$ cat config.mk
export PLATFORM = sky130hd
export DESIGN_NAME = wb_bus_arbiter
export DESIGN_NICKNAME = d
export VERILOG_FILES = /design/src/rtl/atom_wb_pkg.sv /design/src/rtl/wb_timeout_ctr.sv /design/src/rtl/wb_bus_arbiter.sv
export SDC_FILE = /design/constraint.sdc
export NUM_CORES = 1
export LEC_CHECK = 0
export BUFFER_PORTS_ARGS = -buffer_cell sky130_fd_sc_hd__buf_4
export CORE_AREA = 5 5 106 108
export DETAILED_ROUTE_END_ITERATION = 10
export DIE_AREA = 0 0 111 113
export GPL_ROUTABILITY_DRIVEN = 0
export MAX_ROUTING_LAYER = met4
export PLACE_DENSITY = 0.59
export SLEW_MARGIN = 15
export SYNTH_ARGS = -nofsm -noshare
export SYNTH_HDL_FRONTEND = slang
export SYNTH_SLANG_ARGS = --single-unit
$ cat constraint.sdc
create_clock -name wb_clk_i -period 4.34 [get_ports wb_clk_i]
set_input_delay 0.217 -clock wb_clk_i [delete_from_list [all_inputs] [get_ports wb_clk_i]]
set_output_delay 0.217 -clock wb_clk_i [all_outputs]
set_load 0.005 [all_outputs]
$ cat src/rtl/atom_wb_pkg.sv
// Shared Wishbone interconnect definitions: arbiter state encoding, grant ids
// and the two-master round-robin pick used when deciding a grant from IDLE.
package atom_wb_pkg;

    typedef enum logic [1:0] {
        ST_IDLE  = 2'b00,
        ST_GNT_I = 2'b01,
        ST_GNT_D = 2'b10
    } arb_state_e;

    localparam logic GRANT_I = 1'b0;
    localparam logic GRANT_D = 1'b1;

    // On contention the master that did not win last time is chosen.
    function automatic arb_state_e rr_pick(input logic req_i, input logic req_d,
                                           input logic last_grant);
        arb_state_e pick;
        if (req_i && req_d) begin
            if (last_grant == GRANT_D) begin
                pick = ST_GNT_I;
            end else begin
                pick = ST_GNT_D;
            end
        end else if (req_i) begin
            pick = ST_GNT_I;
        end else if (req_d) begin
            pick = ST_GNT_D;
        end else begin
            pick = ST_IDLE;
        end
        return pick;
    endfunction

endpackage

$ cat src/rtl/wb_timeout_ctr.sv
// Slave-silence counter: cleared while clr_i is high, counts enabled cycles
// and flags expiry once the count reaches MAX_COUNT.
module wb_timeout_ctr #(
    parameter int unsigned MAX_COUNT = 255
) (
    input  logic clk_i,
    input  logic rst_ni,
    input  logic clr_i,
    input  logic en_i,
    output logic expire_o
);

    localparam int unsigned W = $clog2(MAX_COUNT + 1);

    logic [W-1:0] cnt_q;
    logic [W-1:0] cnt_d;

    assign expire_o = (cnt_q == W'(MAX_COUNT));

    // Next count; holds at MAX_COUNT so it can never wrap back to zero.
    always_comb begin
        cnt_d = cnt_q;
        if (clr_i) begin
            cnt_d = '0;
        end else if (en_i && !expire_o) begin
            cnt_d = cnt_q + W'(1);
        end else begin
            cnt_d = cnt_q;
        end
    end

    // Count register.
    always_ff @(posedge clk_i or negedge rst_ni) begin
        if (!rst_ni) begin
            cnt_q <= '0;
        end else begin
            cnt_q <= cnt_d;
        end
    end

endmodule

$ cat src/rtl/wb_bus_arbiter.sv
// Two-master (instruction/data) to one-slave Wishbone arbiter with
// round-robin grant, zero-latency ack routing and a slave-silence timeout.
module wb_bus_arbiter
    import atom_wb_pkg::*;
#(
    parameter int unsigned TIMEOUT_CYCLES = 255,
    parameter logic [31:0] TIMEOUT_DATA   = 32'h0000_0000
) (
    input  logic        wb_clk_i,
    input  logic        wb_rst_ni,
    input  logic [31:0] wb_ibus_adr_i,
    input  logic        wb_ibus_cyc_i,
    output logic [31:0] wb_ibus_dat_o,
    output logic        wb_ibus_ack_o,
    input  logic [31:0] wb_dbus_adr_i,
    input  logic [31:0] wb_dbus_dat_i,
    input  logic        wb_dbus_we_i,
    input  logic [3:0]  wb_dbus_sel_i,
    input  logic        wb_dbus_stb_i,
    input  logic        wb_dbus_cyc_i,
    output logic [31:0] wb_dbus_dat_o,
    output logic        wb_dbus_ack_o,
    output logic [31:0] wb_adr_o,
    output logic [31:0] wb_dat_o,
    input  logic [31:0] wb_dat_i,
    output logic        wb_we_o,
    output logic [3:0]  wb_sel_o,
    output logic        wb_stb_o,
    output logic        wb_cyc_o,
    input  logic        wb_ack_i,
    output logic        timeout_o
);

    arb_state_e state_q;
    arb_state_e state_d;
    logic       last_grant_q;
    logic       last_grant_d;
    logic       expire_s;
    logic       timeout_s;
    logic       ibus_req_s;
    logic       dbus_req_s;

    assign ibus_req_s = wb_ibus_cyc_i;
    assign dbus_req_s = wb_dbus_cyc_i & wb_dbus_stb_i;
    assign timeout_o  = timeout_s;

    wb_timeout_ctr #(
        .MAX_COUNT (TIMEOUT_CYCLES)
    ) u_timeout_ctr (
        .clk_i    (wb_clk_i),
        .rst_ni   (wb_rst_ni),
        .clr_i    (state_q == ST_IDLE),
        .en_i     ((state_q != ST_IDLE) && !wb_ack_i),
        .expire_o (expire_s)
    );

    // Forced termination only while the granted master still holds its cycle;
    // a real slave ack in the same cycle takes precedence.
    always_comb begin
        timeout_s = 1'b0;
        case (state_q)
            ST_GNT_I: timeout_s = expire_s & ~wb_ack_i & wb_ibus_cyc_i;
            ST_GNT_D: timeout_s = expire_s & ~wb_ack_i & wb_dbus_cyc_i;
            default:  timeout_s = 1'b0;
        endcase
    end

    // Next grant and round-robin bookkeeping.
    always_comb begin
        state_d      = state_q;
        last_grant_d = last_grant_q;
        case (state_q)
            ST_IDLE: begin
                state_d = rr_pick(ibus_req_s, dbus_req_s, last_grant_q);
                if (state_d == ST_GNT_I) begin
                    last_grant_d = GRANT_I;
                end else if (state_d == ST_GNT_D) begin
                    last_grant_d = GRANT_D;
                end else begin
                    last_grant_d = last_grant_q;
                end
            end
            ST_GNT_I: begin
                if (wb_ack_i || timeout_s || !wb_ibus_cyc_i) begin
                    state_d = ST_IDLE;
                end else begin
                    state_d = ST_GNT_I;
                end
            end
            ST_GNT_D: begin
                if (wb_ack_i || timeout_s || !wb_dbus_cyc_i) begin
                    state_d = ST_IDLE;
                end else begin
                    state_d = ST_GNT_D;
                end
            end
            default: state_d = ST_IDLE;
        endcase
    end

    // Arbiter FSM state and last-grant register.
    always_ff @(posedge wb_clk_i or negedge wb_rst_ni) begin
        if (!wb_rst_ni) begin
            state_q      <= ST_IDLE;
            last_grant_q <= GRANT_D;
        end else begin
            state_q      <= state_d;
            last_grant_q <= last_grant_d;
        end
    end

    // Slave-port mux and ack/data return; everything decodes from the
    // registered state so reset clears the bus without a clock edge.
    always_comb begin
        wb_adr_o      = 32'h0000_0000;
        wb_dat_o      = 32'h0000_0000;
        wb_we_o       = 1'b0;
        wb_sel_o      = 4'h0;
        wb_stb_o      = 1'b0;
        wb_cyc_o      = 1'b0;
        wb_ibus_ack_o = 1'b0;
        wb_dbus_ack_o = 1'b0;
        wb_ibus_dat_o = wb_dat_i;
        wb_dbus_dat_o = wb_dat_i;
        case (state_q)
            ST_GNT_I: begin
                wb_adr_o      = wb_ibus_adr_i;
                wb_sel_o      = 4'hF;
                wb_stb_o      = wb_ibus_cyc_i & ~timeout_s;
                wb_cyc_o      = wb_ibus_cyc_i & ~timeout_s;
                wb_ibus_ack_o = wb_ack_i | timeout_s;
                if (timeout_s) begin
                    wb_ibus_dat_o = TIMEOUT_DATA;
                end else begin
                    wb_ibus_dat_o = wb_dat_i;
                end
            end
            ST_GNT_D: begin
                wb_adr_o      = wb_dbus_adr_i;
                wb_dat_o      = wb_dbus_dat_i;
                wb_we_o       = wb_dbus_we_i;
                wb_sel_o      = wb_dbus_sel_i;
                wb_stb_o      = wb_dbus_stb_i & ~timeout_s;
                wb_cyc_o      = wb_dbus_cyc_i & ~timeout_s;
                wb_dbus_ack_o = wb_ack_i | timeout_s;
                if (timeout_s) begin
                    wb_dbus_dat_o = TIMEOUT_DATA;
                end else begin
                    wb_dbus_dat_o = wb_dat_i;
                end
            end
            default: begin
                wb_cyc_o = 1'b0;
            end
        endcase
    end

endmodule
==> results of run 1 <==
## stage by stage
step	hold slack [ns]	std cells	util
2_1_floorplan	-0.0786	274	-
3_3_place_gp	0.0637	663	0.406
3_5_place_dp	0.0659	665	0.411
4_1_cts	0.330	670	0.417
5_1_grt	0.349	670	0.417
6_report	0.339	670	0.417
## critical path, delay by kind of cell, from the launching register on
family	cells	cell delay [ns]
fa+ha+maj	1	0.51
compound gates	2	0.54
buf+inv	3	0.65
flops	1	0.40
simple gates	1	0.27
## registers in the layout, summed over array words and instances, names as in the netlist
register	cells
last_grant_q	1
u_timeout_ctr.cnt_q	8
state_q	2
## worst paths after layout
check / start / to / slack [ns] / cells after the start
min: wb_ibus_cyc_i / state_q[0] / 0.34 / 3
max reg2reg: state_q[0] / state_q[0] / 2.04 / 6
min reg2reg: last_grant_q / last_grant_q / 0.51 / 2
max in group asynchronous: wb_rst_ni / last_grant_q / 3.75 / 2
max: state_q[0] / wb_ibus_dat_o[5] / 1.52 / 7
min in group asynchronous: wb_rst_ni / u_timeout_ctr.cnt_q[0] / 0.36 / 2
## placed cells by master, fill, tap and decap left out, drive strengths merged
cell type / synthesis / layout
a2111oi: 1 / 1
a211oi: 2 / 2
a21boi: 32 / 32
a21o: 1 / 1
a21oi: 6 / 6
a22oi: 32 / 32
a311oi: 2 / 2
a31oi: 2 / 2
a41oi: 1 / 1
and2: 34 / 34
and4: 1 / 1
and4b: 2 / 2
buf: 10 / 282
clkbuf: 17 / 4
clkinv: 1 / 1
dfrtp: 10 / 10
dfstp: 1 / 1
dlygate4sd3: 0 / 1
ha: 6 / 6
inv: 6 / 6
mux2: 2 / 2
mux2i: 1 / 1
nand2: 6 / 6
nand2b: 5 / 5
nand3: 3 / 3
nand4: 1 / 1
nor2: 36 / 36
nor2b: 37 / 37
nor3: 1 / 1
nor4: 1 / 1
o2111a: 1 / 1
o21a: 3 / 3
o21ai: 3 / 3
o21bai: 1 / 1
o22ai: 1 / 1
o311a: 1 / 1
o31ai: 1 / 1
o32ai: 2 / 2
or2: 1 / 1
## routing by layer
metal	track usage	wire length, µm	vias up
met5	-	0	-
met4	0.0369	183	0
met3	0.0358	901	14
met2	0.296	5690	176
met1	0.190	4330	1378
li1	-	-	1481
## area by class of cell
class                           count  share of cell area
Timing Repair Buffer              283               0.513
Tap cell                          136              0.0403
Multi-Input combinational cell    229               0.365
Clock buffer                        4              0.0107
Inverter                            7             0.00622
Sequential cell                    11              0.0654
## where the power goes
group | switching [mW] | internal, mW
Sequential | 0.0121 | 0.122
Clock | 0.0382 | 0.0645
Combinational | 0.370 | 0.394
## cell families after synthesis
kind of cell	after synthesis	synth area share
AOI/OAI and AO/OA	92	0.354
muxes	3	0.0165
and+or+nand+nor	128	0.367
buffers and inverters	34	0.0833
DFF	11	0.141
adders and majority gates	6	0.0382
## what timing repair did
action | in CTS | in global routing
buffers inserted | 0 | 0
hold buffers | 1 | 0
hold endpoints to repair | 10 | 0
==> metrics.yaml, run 1 <==
status: "finished, final reports clean"
io_buffer_count: 276
rsz0062_at_grt: "no"
wl_per_cell_um: 16.6
grt_pass1_vias: 3116
wl_mm: 11.1
slew_viol_final: 0
yosysSeqAreaShare: 0.141
yosysTopAreaCellShare: 0.127
p_leak_nw: 2.17
nets: 680
critPathMaxStageDelay_ns: 0.51
path_max_fanout: 37
cts_tree: "yes"
placed_area_um2: 4170
setup_violations: 0
critPathKind: "register to primary output"
dp_worst_setup_slack_ns: 1.73
slew_headroom: 0.662
p_total_mw: 1.00
yosysWarnings: 0
antenna_found_initial: 0
synth_area_um2: 1970
worst_path_most_repeated_cell: "buf_4"
cts.sinks: 11
fin_area_um2: 4230
synth.distinct_cells: 42
die_x_um: 111
async_flop_share: 1.00
coreArea_um2: 10100
grt_max_degree: 45
end_kind: "primary output"
fin_skew_ns: 0.00102
via_count: 3049
route.detailed.drc: 0
num_rows: 37
critPathArrivalTime_ns: 2.60
setup_ws_ns: 1.52
antenna_cells: 0
drive_above_1_share: 0.551
avgSynthCellArea_um2: 7.18
synthesis.nets: 419
clock_latency_ns: 0.24
vias_per_cell: 4.55
drv_cap: 0
seq_area_um2: 277
first_pass_iters: 4
clk_path_buf_depth: 2
grt_pass1_wl_mm: 16.6
ctsResizeCount: 0
ys_seq_elements: 11
path_cells: "inv_1, ha_2, nand2_1, a2111oi_4, buf_4, a21boi_0, buf_4"
htreeDepth: 1
yosysMostFrequentCell: "nor2b_1"
ios: 277
critPathRequiredTime_ns: 4.12
min_path_type: "primary input to register"
min_period_ns: 2.82
synth_area_leader_cell: "dfrtp_1"
power.density_nw_per_um2: 237
syn2layout_area_growth_pct: 115
numCtsBuffers: 3
fillers: 1050
vdd_drop_max_mv: 0.0991
multi_input_area_um2: 1540
cts_root_buf: "clkbuf_8"
track_usage: 0.165
synth_cells: 274
path_clk_slew_ns: 0.05
die_h_um: 113
yosys-top-cells-area: "dfrtp_1 13%, a21boi_0 12%, a22oi_1 12%"
grt-ovfl-total: 0
hold_viol_final: 0
startpoint_type: "register"
period_share: 0.650
synth_common_cells: "37 x nor2b_1, 36 x nor2_1, 34 x and2_1"
dieArea_um2: 12500
initial_core_util: 0.194
synth_edf_count: 0
drtAntennaViolNets: 0
crit_slowest_cell: "ha_2"
hpwlAfterDp_mm: 9.33
dr.first_iter.drc_count: 227
synthFlopType: "dfrtp_1"
worst_slew_pin_slew_ns: 0.507
max_freq_mhz: 354
finalSetupTns_ns: 0
(Power assumes the default switching activity.)
==> inputs of run 2 (changes only) <==
--- a/config.mk
+++ b/config.mk
@@ -6,12 +6,12 @@
 export NUM_CORES = 1
 export LEC_CHECK = 0
 export BUFFER_PORTS_ARGS = -buffer_cell sky130_fd_sc_hd__buf_4
-export CORE_AREA = 5 5 106 108
+export CORE_AREA = 5 5 104 106
 export DETAILED_ROUTE_END_ITERATION = 10
-export DIE_AREA = 0 0 111 113
+export DIE_AREA = 0 0 109 111
 export GPL_ROUTABILITY_DRIVEN = 0
 export MAX_ROUTING_LAYER = met4
-export PLACE_DENSITY = 0.59
+export PLACE_DENSITY = 0.61
 export SLEW_MARGIN = 15
 export SYNTH_ARGS = -nofsm -noshare
 export SYNTH_HDL_FRONTEND = slang
==> constraint.sdc (replaced) <==
create_clock -name wb_clk_i -period 2.8 [get_ports wb_clk_i]
set_input_delay 0.14 -clock wb_clk_i [delete_from_list [all_inputs] [get_ports wb_clk_i]]
set_output_delay 0.14 -clock wb_clk_i [all_outputs]
set_load 0.005 [all_outputs]
==> run 2 against run 1 <==
  * Die area is 3.5% lower
  * Largest cell class unchanged
  * Total power grew 50%
  * Clock power up 50%
  * Clock-buffer cell count did not move
  * Register-to-register slack lost 0.91 ns
  * Non-clock buffer count stayed put
  * Critical endpoint is now wb_ibus_dat_o[31]
  * Sequential share of layout area about the same
  * Final cell count fell by 0.45%
  * Core utilization is 1.6 points higher
==> metrics.yaml, run 2 (synthesis gave the netlist of run 1 again) <==
num_rows: 36  # -2.7%
period_share: 0.878
p_total_mw: 1.50  # +50%
critPathRequiredTime_ns: 2.66  # -1.46 ns
hold_start: "wb_ibus_cyc_i"
cts_setup_buffers: 0  # unchanged
numCtsBuffers: 3  # unchanged
swShare: 0.422  # +0.00205
worst_slew_pin_slew_ns: 0.440  # -0.0666 ns
grt_pass1_vias: 3039  # -2.5%
dieArea_um2: 12100  # -3.5%
via_count: 3019  # -0.98%
max_freq_mhz: 407
p_comb_frac: 0.757  # -0.007
vias_per_cell: 4.53  # -0.54%
grt_max_degree: 55  # +22%
end_kind: "primary output"
clk_path_buf_depth: 2  # unchanged
regMostFlops: "u_timeout_ctr.cnt_q"
route.detailed.drc: 0  # unchanged
syn2layout_area_growth_pct: 113
fillers: 964  # -8.2%
first_pass_iters: 4  # unchanged
grt-ovfl-total: 0  # unchanged
reg.largest.list: "u_timeout_ctr.cnt_q (8), state_q (2), last_grant_q (1)"
ff2ff_path_depth: 5  # -1
drv_cap: 0  # unchanged
cts_root_buf: "clkbuf_8"
initial_core_util: 0.203  # +0.00910
wl_per_cell_um: 16.1  # -2.8%
power.density_nw_per_um2: 357  # +51%
io_buffer_count: 276  # unchanged
drtAntennaViolNets: 0  # unchanged
timing.rr.end: "state_q[0]"
hold_viol_final: 0  # unchanged
antenna_found_initial: 0  # unchanged
min_period_ns: 2.46
drive_above_1_share: 0.551  # unchanged
critPathArrivalTime_ns: 2.32  # -0.28 ns
ios: 277  # unchanged
dr.first_iter.drc_count: 139  # -39%
antenna_cells: 0  # unchanged
wl_mm: 10.8  # -3.2%
setup_violations: 0  # unchanged
hold_path_depth: 3  # unchanged
rrSetupSlack_ns: 1.13  # -0.91 ns
vdd_drop_max_mv: 0.225  # +130%
fin_util: 0.433  # +0.0163
startpoint_type: "register"
htreeDepth: 1  # unchanged
multi_input_area_um2: 1540  # unchanged
p_int_mw: 0.866  # +49%
slew_headroom: 0.705  # +0.0426
power_frac_seq: 0.139  # +0.005
cts.sinks: 11  # unchanged
path_max_fanout: 35  # -5.4%
layout_common_cells: "281 x buf_4, 37 x nor2b_1, 36 x nor2_1, 34 x and2_1"
nets: 680  # unchanged
path_clk_slew_ns: 0.05  # about the same
switchingPower_mw: 0.633  # +51%
largest_register_ffs: 8  # unchanged
slew_viol_final: 0  # unchanged
grt_pass1_wl_mm: 15.9  # -4.0%
reg2reg_from: "state_q[0]"
hpwlAfterDp_mm: 9.03  # -3.2%
highest_layer: "met4"
coreArea_um2: 9680  # -4.5%
clock_latency_ns: 0.24  # about the same
finalSetupTns_ns: 0  # unchanged
min_path_type: "primary input to register"
met3_length_mm: 1.05  # +16%
track_usage: 0.166  # +0.00124
die_x_um: 109  # -1.8%
status: "finished, final reports clean"
drt-met1-wl_mm: 4.13  # -4.6%
fin_skew_ns: 0.00584  # +0.00481 ns
rsz0062_at_grt: "no"
cts_tree: "yes"
final_common_cell: "buf_4"
seq_area_um2: 277  # unchanged
met2_length_mm: 5.27  # -7.4%
die_h_um: 111  # -1.8%
p_leak_nw: 2.16  # -0.46%
min_to: "state_q[0]"
critPathKind: "register to primary output"
pwr-share-clk: 0.103  # about the same
## run 2: power groups by stage
| stage | registers, mW | logic (mW) | clock network [mW] |
|---|---|---|---|
| 4_1_cts | 0.209 | 1.15 | 0.162 |
| 3_5_place_dp | 0.211 | 1.14 | 0 |
| 5_1_grt | 0.214 | 1.26 | 0.165 |
| 2_1_floorplan | 0.205 | 0.535 | 0 |
| 3_3_place_gp | 0.209 | 1.14 | 0 |
| 6_report | 0.209 | 1.14 | 0.155 |
## run 2: worst max path at each step
stage / from / end / slack [ns] / depth (start not counted)
6_report: state_q[0] / wb_ibus_dat_o[31] / 0.34 / 7
5_1_grt: state_q[0] / wb_ibus_dat_o[16] / 0.13 / 7
4_1_cts: state_q[0] / wb_ibus_dat_o[31] / 0.31 / 7
3_5_place_dp: state_q[0] / wb_ibus_dat_o[24] / 0.58 / 7
3_3_place_gp: state_q[0] / wb_ibus_dat_o[24] / 0.66 / 7
2_1_floorplan: state_q[0] / wb_dbus_ack_o / 1.04 / 8
## run 2: per-layer routing
metal | vias to the layer above | global-route usage
li1 | 1480 | -
met1 | 1332 | 0.187
met2 | 189 | 0.294
met3 | 18 | 0.0320
met4 | 0 | 0.0497
met5 | - | -
## run 2: cell type report
cell class	instances	share of cell area
clock buffer	4	0.0107
multi-input combinational	229	0.367
sequential	11	0.0659
timing repair buffer	283	0.510
tap	133	0.0397
inverter	7	0.00626
## run 2: critical path: stages (launching register included)
cell	delay, ns
dfrtp_1	0.37
inv_1	0.07
ha_1	0.40
nand2b_1	0.19
a2111oi_4	0.33
buf_4	0.38
a21boi_0	0.16
buf_4	0.16
## run 2: what timing repair did
action | CTS | global route
endpoints found under the hold margin | 11 | 0
gates resized for setup | 0 | 0
hold buffers | 1 | 0
## run 2: metrics by stage
step	setup slack [ns]	cell area, µm²	hold slack [ns]	instances
6_report	0.342	4190	0.269	667
5_1_grt	0.129	4190	0.285	667
4_1_cts	0.312	4190	0.258	667
3_5_place_dp	0.578	4140	-0.0160	662
3_3_place_gp	0.663	4140	-0.0168	662
2_1_floorplan	1.04	1970	-0.156	274
==> inputs of run 3 (changes only) <==
--- a/config.mk
+++ b/config.mk
@@ -6,12 +6,12 @@
 export NUM_CORES = 1
 export LEC_CHECK = 0
 export BUFFER_PORTS_ARGS = -buffer_cell sky130_fd_sc_hd__buf_4
-export CORE_AREA = 5 5 104 106
+export CORE_AREA = 5 5 106 108
 export DETAILED_ROUTE_END_ITERATION = 10
-export DIE_AREA = 0 0 109 111
-export GPL_ROUTABILITY_DRIVEN = 0
+export DIE_AREA = 0 0 111 113
 export MAX_ROUTING_LAYER = met4
-export PLACE_DENSITY = 0.61
+export PLACE_DENSITY = 0.59
+export RECOVER_POWER = 100
 export SLEW_MARGIN = 15
 export SYNTH_ARGS = -nofsm -noshare
 export SYNTH_HDL_FRONTEND = slang
==> constraint.sdc (replaced) <==
create_clock -name wb_clk_i -period 3.15 [get_ports wb_clk_i]
set_input_delay 0.1575 -clock wb_clk_i [delete_from_list [all_inputs] [get_ports wb_clk_i]]
set_output_delay 0.1575 -clock wb_clk_i [all_outputs]
set_load 0.005 [all_outputs]
==> run 3 against run 2 <==
  * Routed wire length rose by 2.0%
  * Cell area decreased by 3.3%
  * Core utilization shrank 3.3 points
  * Die area increased by 3.7%
  * Global-route usage down 0.43 points
  * Final cell count up 0.60%
  * Register-to-register slack got worse by 0.08 ns
  * Hold slack improved by 0.015 ns
  * Critical path depth is the same
  * Clock-buffer cell count did not move
  * Critical path type unchanged
  * Highest routed layer unchanged
==> metrics.yaml, run 3 (synthesis gave the netlist of run 1 again) <==
layout_common_cells: "187 x buf_4, 64 x clkbuf_4, 37 x nor2b_1, 36 x nor2_1, 33 x clkbuf_1"
via_count: 3016  # -0.099%
reg2reg_from: "state_q[0]"
ios: 277  # unchanged
dieArea_um2: 12500  # +3.7%
vdd_drop_max_mv: 0.158  # -30%
largest_register_ffs: 8  # unchanged
critPathArrivalTime_ns: 2.42  # +0.10 ns
grt_max_degree: 60  # +9.1%
regMostFlops: "u_timeout_ctr.cnt_q"
io_buffer_count: 276  # unchanged
setup_violations: 0  # unchanged
critPathMaxStageDelay_ns: 0.48  # +0.08 ns
wl_per_cell_um: 16.4  # +1.4%
track_usage: 0.162  # -0.00428
syn2layout_area_growth_pct: 106
endpoint: "wb_ibus_dat_o[19]"
htreeDepth: 1  # unchanged
antenna_cells: 0  # unchanged
drtAntennaViolNets: 0  # unchanged
p_int_mw: 0.711  # -18%
hpwlAfterDp_mm: 9.30  # +3.0%
swShare: 0.439  # +0.0171
ff2ff_path_depth: 6  # +1
path_max_fanout: 24  # -31%
rrSetupSlack_ns: 1.05  # -0.08 ns
gp_congestion: 0.919
rsz0062_at_grt: "no"
period_share: 0.819
antenna_found_initial: 0  # unchanged
path_cells: "inv_1, ha_1, nand2_1, a2111oi_4, buf_4, a21boi_0, buf_4"
clock_latency_ns: 0.23  # about the same
power_frac_seq: 0.145  # +0.006
fin_util: 0.400  # -0.0331
status: "finished, final reports clean"
dr.first_iter.drc_count: 207  # +49%
startpoint_type: "register"
grt_pass1_vias: 2985  # -1.8%
finalSetupTns_ns: 0  # unchanged
numCtsBuffers: 3  # unchanged
drv_cap: 0  # unchanged
reg.largest.list: "u_timeout_ctr.cnt_q (8), state_q (2), last_grant_q (1)"
route.detailed.drc: 0  # unchanged
clk_path_buf_depth: 2  # unchanged
hold_viol_final: 0  # unchanged
die_h_um: 113  # +1.8%
cts_root_buf: "clkbuf_8"
fin_skew_ns: 0.000250  # -0.00559 ns
drive_above_1_share: 0.488  # -0.0627
wl_mm: 11.0  # +2.0%
vias_per_cell: 4.49  # -0.69%
slew_viol_final: 0  # unchanged
startpoint: "state_q[0]"
crit_slowest_cell: "ha_1"
timing.rr.end: "state_q[0]"
max_freq_mhz: 388
initial_core_util: 0.194  # -0.00910
worst_path_most_repeated_cell: "buf_4"
final_common_cell: "buf_4"
num_rows: 37  # +2.8%
first_pass_iters: 4  # unchanged
p_comb_frac: 0.745  # -0.012
min_period_ns: 2.58
min_path_type: "primary input to register"
path_clk_slew_ns: 0.05  # about the same
nets: 681  # +0.15%
switchingPower_mw: 0.557  # -12%
p_leak_nw: 1.98  # -8.2%
critPathKind: "register to primary output"
critPathRequiredTime_ns: 2.99  # +0.33 ns
die_x_um: 111  # +1.8%
hold_path_depth: 3  # unchanged
slew_headroom: 0.440  # -0.265
cts_setup_buffers: 0  # unchanged
grt_pass1_wl_mm: 16.2  # +1.4%
grt-ovfl-total: 0  # unchanged
coreArea_um2: 10100  # +4.7%
cts_tree: "yes"
end_kind: "primary output"
worst_slew_pin_slew_ns: 0.840  # +0.400 ns
power.density_nw_per_um2: 313  # -13%
cts.sinks: 11  # unchanged
pwr-share-clk: 0.110  # +0.007
-- run 3: cell types whose count changed in the layout (fill, tap and decap cells not counted) --
cell | previous run | this run
nand4_1 | 0 | 1
and2_1 | 34 | 25
nand4_4 | 1 | 0
clkbuf_1 | 1 | 33
ha_1 | 4 | 5
and2_0 | 0 | 9
ha_2 | 2 | 1
buf_4 | 281 | 187
clkbuf_4 | 0 | 64
buf_12 | 1 | 0
-- run 3: final cells by class --
class | instances | area [µm²]
multi-input cells | 229 | 1520
clock buffers | 4 | 45.0
fillers | 1058 | 6080
repair buffers | 284 | 2010
inverters | 7 | 26.3
flip-flops and latches | 11 | 277
well taps | 136 | 170
-- run 3: critical path, delay by kind of cell, from the launching register on --
family	cells	cell delay [ns]
AO/OA/AOI/OAI	2	0.49
adder cells (fa/ha/maj)	1	0.48
flip-flops	1	0.39
AND/OR/NAND/NOR	1	0.27
buffers and inverters	3	0.54
-- run 3: layer usage --
layer | routed length [µm] | track usage
met5 | 0 | -
met4 | 175 | 0.0361
met3 | 824 | 0.0278
met2 | 5620 | 0.296
met1 | 4360 | 0.186
-- run 3: per-stage QoR --
stage | power [mW] | hold slack [ns] | instance area, µm² | setup WS [ns] | instances
after floorplan | 0.658 | -0.138 | 1970 | 1.37 | 274
after global placement | 1.19 | 0.00144 | 4140 | 1.08 | 666
after detailed placement | 1.20 | 0.00113 | 4140 | 1.00 | 666
after CTS | 1.35 | 0.287 | 4190 | 0.739 | 671
after global routing | 1.39 | 0.294 | 4060 | 0.363 | 671
final | 1.27 | 0.284 | 4060 | 0.571 | 671
-- run 3: worst min-delay path by stage --
stage                                   endpoint     startpoint  slack, ns
after floorplan                       state_q[0]      wb_rst_ni      -0.14
after global placement    u_timeout_ctr.cnt_q[0]      wb_rst_ni      0.001
after detailed placement  u_timeout_ctr.cnt_q[0]      wb_rst_ni      0.001
after CTS                             state_q[1]  wb_ibus_cyc_i       0.29
after global routing                  state_q[1]  wb_ibus_cyc_i       0.29
final                                 state_q[1]  wb_ibus_cyc_i       0.28
-- run 3: power by group through the flow --
stage	Sequential [mW]	Clock, mW	Combinational, mW
3_5_place_dp	0.187	0	1.01
3_3_place_gp	0.186	0	1.00
6_report	0.184	0.139	0.945
4_1_cts	0.184	0.145	1.02
5_1_grt	0.187	0.151	1.05
2_1_floorplan	0.182	0	0.475
-- run 3: timing repair --
action | 4_1_cts | 5_1_grt
gates resized for setup | 0 | 0
endpoints found under the hold margin | 11 | 0
hold buffers | 1 | 0
